--- config.mk ---
export PLATFORM = sky130hd
export DESIGN_NAME = contador_sincrono_crescente
export DESIGN_NICKNAME = d
export VERILOG_FILES = /design/src/rtl/contador_sincrono_crescente.sv
export SDC_FILE = /design/constraint.sdc
export NUM_CORES = 1
export LEC_CHECK = 0
export BUFFER_PORTS_ARGS = -buffer_cell sky130_fd_sc_hd__buf_2
export CORE_AREA = 2 2 39 41
export CTS_CLUSTER_DIAMETER = 200
export DETAILED_ROUTE_END_ITERATION = 10
export DIE_AREA = 0 0 41 43
export PLACE_DENSITY = 0.59
export SYNTH_ARGS = -nofsm -noshare
export SYNTH_HDL_FRONTEND = slang
export SYNTH_SLANG_ARGS = --single-unit
--- constraint.sdc ---
create_clock -name clk -period 1.2 [get_ports clk]
set_input_delay 0.24 -clock clk [delete_from_list [all_inputs] [get_ports clk]]
set_output_delay 0.24 -clock clk [all_outputs]
set_load 0.05 [all_outputs]
--- src/rtl/contador_sincrono_crescente.sv ---
// Synchronous modulo-MODULO up counter with parallel load, cascade terminal count,
// wrap pulse, sticky overflow and load-error pulse. Define CONTADOR_SATURA_EN to saturate instead of wrapping.
module contador_sincrono_crescente #(
  parameter int WIDTH  = 4,
  parameter int MODULO = 16
) (
  input  logic             clk,
  input  logic             rst,
  input  logic             en,
  input  logic             load,
  input  logic [WIDTH-1:0] d,
  input  logic             clr_ovf,
  output logic [WIDTH-1:0] q,
  output logic             tc,
  output logic             wrap,
  output logic             ovf,
  output logic             load_err
);

  localparam logic [WIDTH-1:0] TOP     = WIDTH'(MODULO - 1);
  // One extra bit so MODULO == 2**WIDTH is representable in the load-range compare.
  localparam logic [WIDTH:0]   MOD_EXT = (WIDTH + 1)'(MODULO);

  logic [WIDTH-1:0] q_q, q_d;
  logic             wrap_q, wrap_d;
  logic             ovf_q, ovf_d;
  logic             load_err_q, load_err_d;
  logic             at_top;
  logic             load_ok;

  assign at_top  = (q_q == TOP);
  assign load_ok = ({1'b0, d} < MOD_EXT);

  // NOTE: every next-state signal gets a default first, so no path leaves it unassigned (no latch);
  // blocking assignments are correct here because this block is combinational.
  always_comb begin
    q_d        = q_q;
    wrap_d     = 1'b0;
    ovf_d      = ovf_q;
    load_err_d = 1'b0;

    if (clr_ovf) ovf_d = 1'b0;

    if (load) begin
      if (load_ok) q_d = d;
      else         load_err_d = 1'b1;
    end else if (en) begin
      if (at_top) begin
`ifdef CONTADOR_SATURA_EN
        q_d    = q_q;
        ovf_d  = 1'b1;
`else
        q_d    = '0;
        wrap_d = 1'b1;
        ovf_d  = 1'b1;
`endif
      end else begin
        q_d = q_q + WIDTH'(1);
      end
    end
  end

  // NOTE: sequential state uses non-blocking assignments so all registers update together on the edge.
  always_ff @(posedge clk) begin
    if (rst) begin
      q_q        <= '0;
      wrap_q     <= 1'b0;
      ovf_q      <= 1'b0;
      load_err_q <= 1'b0;
    end else begin
      q_q        <= q_d;
      wrap_q     <= wrap_d;
      ovf_q      <= ovf_d;
      load_err_q <= load_err_d;
    end
  end

  // Combinational so a downstream stage enabled by tc advances on this same edge.
  assign tc       = at_top && en;
  assign q        = q_q;
  assign wrap     = wrap_q;
  assign ovf      = ovf_q;
  assign load_err = load_err_q;

endmodule
======== Yosys cells after proc, flatten, opt, wreduce, memory -nomap -nowiden ========
Cells that the tools add are included.
word-level totals
  bits of input ports ..................... 9
  flip-flop bits (word level) ............. 6
  output and inout bits ................... 8
cells by class
  bitwise operators ....................... 1
  equal/unequal tests ..................... 1
  muxes and demuxes ....................... 8
  reductions and logical operators ........ 3
  $add $sub $neg .......................... 1
operator list
  kind                 number
  $mux 4               3
  $mux 1               5
  $add 4x1->4 const B  1
  $eq 4x4->1 const B   1
  $reduce_or 3->1      1
  $reduce_bool 2->1    1
  $logic_and 1x1->1    1
  $not 1->1            1

======== Logic depth before layout (Yosys ltp) ========
  depth after elaboration ................. 4
  mapped depth ............................ 4
  gate-level depth less buffers ........... 4

======== Worst setup path after synthesis ========
Ideal clock, no wire load.
  kind .................................... register to output
  start ................................... reg q_q[0], in the netlist q[0]
  end ..................................... out tc
  path buffers ............................ 0
  data required time ...................... 960 ps
  arrival ................................. 1393 ps
  cell stages (with the launch flop) ...... 4
  setup slack ............................. -433 ps
  path through ............................ dfxtp_1 ha_1 and3_1 and2_2
on the way
  longest elaborated chain between the ends .. 2
RTL lines
  item                    line  source
  start, declared         24    logic [WIDTH-1:0] q_q, q_d;
  start signal, assigned  71    q_q <= q_d;
  $eq 4x4->1              31    assign at_top = (q_q == TOP);
  $logic_and 1x1->1       79    assign tc = at_top && en;
  end, declared           14    output logic tc,
No other way between the ends.

======== Final worst setup path ========
Same ends and word-level chain as after synthesis.

==> qor.yml <==
status: "finished with violations"
violations: "setup timing"
grt_overflow: 0
place_ws_ns: -0.110
ctsHoldBuffers: 0
critPathLaunch: "q[0]"
cts_root_buf: "clkbuf_4"
syn-cell-area_um2: 303
slew_violations: 0
crit_type: "reg -> out"
synth-adder-area-share: 0.0413
cts_max_level: 1
clkTransAtPathRegs_ns: 0.06
rows: 14
grt_setup_unrepaired: "yes"
wl_per_cell_um: 11.8
vias_per_cell: 4.30
hold_viol: 0
drt_pass1_iterations: 2
post-route-min-period_ns: 1.43
seq_area_frac_synth: 0.397
syn_nets: 45
fin_cells: 77
setup_violations: 3
core_mm2: 0.00138
post-route-drc-count: 0
synthSimpleGateAreaFrac: 0.231
cp-start-kind: "flip-flop"
die_w_um: 41
initial_core_util: 0.219
clkLatencyLatePin_ns: 0.25
cts_tree: "built"
layout.nets: 72
grt_pass1_wl_um: 1410
ant_nets: 0
netlist_instances: 35
areaGrowthSynthToFinish_pct: 80.2
leakage_nw: 0.252
numPortBuffers: 15
avgSynthCellArea_um2: 8.65
totalWireLength_um: 906
synth_cell_types: 21
drive_above_1_share: 0.656
min_path_cells: 3
grt_max_degree: 7
gp_congestion: 0.782
r2r_cells: 5
cts_made_buffers: 3
yosys_warnings: 0
clk_path_buf_depth: 2
num-fill-cells: 145
antenna_found_initial: 0
antennaDiodeCount: 0
drv_cap: 0
cts.sinks: 6
synth-compound-area-share: 0.161
via_count: 331
fmax_ghz: 0.701
synth_top_family_by_area: "simple AND/OR/NAND/NOR gates"
ir_worst_vdd_mv: 0.428
drt-initial-drc-count: 7
die_y_um: 43
p_per_area_mw_per_mm2: 1060
hpwlAfterDp_um: 553
hp-class: "in -> reg"
r2r-start: "q[0]"
dp_cells: 71
min_from: "d[1]"
skew_ns: 0.00489
synth_xor_area_frac: 0.0579
tns_ns: -0.576
fin_crit_sh: 1.19
die_area_mm2: 0.00176
final_util: 0.394
power_w: 0.000580
synth_seq_cells: 6
layout_setup_ws_ns: -0.227
arrival_ns: 1.19
crit_required_ns: 0.96
worst_setup_path_end_kind: "output port"
synth_mux_area_frac: 0.0372
critPathMaxFanout: 2
track_usage: 0.121
first_global_vias: 340
io-pin-count: 17
-- final timing paths --
check / end / slack, ns
min: q[1] / 0.22
min reg2reg: ovf / 0.47
max reg2reg: q[0] / -0.20
max: tc / -0.23
-- synth_stat cells (all sizes together) --
library cell  n  area share
a211oi        1       0.025
a21oi         4       0.066
a221oi        1       0.029
and2          1       0.025
and3          1       0.021
buf           1       0.025
conb          1       0.012
dfxtp         6        0.40
ha            1       0.041
inv           3       0.037
mux2          1       0.037
nand2         3       0.037
nand2b        1       0.021
nand3         2       0.033
nor2          2       0.025
nor3b         1       0.025
o22ai         1       0.041
or3           1       0.021
or4           1       0.025
xor2          2       0.058
-- metal layers --
layer | routed length [um] | share of wire | vias up | global-route usage
li1 | - | - | 172 | -
met1 | 404 | 0.45 | 151 | 0.155
met2 | 473 | 0.52 | 8 | 0.178
met3 | 29 | 0.032 | 0 | 0.0314
met4 | 0 | 0 | 0 | 0.0600
met5 | 0 | 0 | - | 0
-- layout by cell type (no fill, tap or decap), drive strengths merged --
cell,synthesis,routed
or4,1,1
nand2b,1,1
ha,1,1
mux2,1,1
dfxtp,6,6
nor3b,1,1
a21oi,4,4
o22ai,1,1
conb,1,1
xor2,2,2
a211oi,1,1
and2,1,1
buf,1,21
a221oi,1,1
clkbuf,0,6
inv,3,3
nand3,2,2
and3,1,1
nor2,2,2
nand2,3,3
or3,1,1
-- flip-flops by register name, summed over array words and instances, names as in the netlist --
name and flops:
ovf 1, q 4, wrap 1
-- worst max-delay path: stages, from the launching register on --
cell     delay (ns)
dfxtp_4        0.35
ha_4           0.15
and3_4         0.14
and2_4         0.15
buf_8          0.14
-- stage by stage --
step           cell area, um^2  hold WS (ns)
2_1_floorplan              332         0.299
3_3_place_gp               464         0.455
3_5_place_dp               464         0.460
4_1_cts                    531         0.211
5_1_grt                    546         0.237
6_report                   546         0.221
-- cell type report --
| type | count | area, um^2 | area share |
|---|---|---|---|
| Sequential cell | 6 | 130 | 0.239 |
| Inverter | 3 | 11.3 | 0.0206 |
| Timing Repair Buffer | 23 | 155 | 0.284 |
| Clock buffer | 4 | 26.3 | 0.0482 |
| Multi-Input combinational cell | 25 | 203 | 0.372 |
| Tap cell | 16 | 20.0 | 0.0367 |
-- logic make-up (layout without fill, tap and decap cells) --
family / count (synthesis) / in the layout
compound gates: 7 / 7
other cells: 1 / 1
simple gates: 13 / 13
xor+xnor: 2 / 2
buf+inv: 4 / 30
fa+ha+maj: 1 / 1
flops: 6 / 6
mux: 1 / 1
-- report_power, final --
part           internal (W)  switching, W
registers          0.000209    0.00000762
clock network      0.000127     0.0000883
logic             0.0000620     0.0000855
-- what timing repair did --
item / in CTS / in global routing
setup buffers: 2 / 0
pin swaps: 1 / 0
endpoints found under the setup margin: 5 / 6
resized for setup: 7 / 4
(Power assumes the default switching activity.)
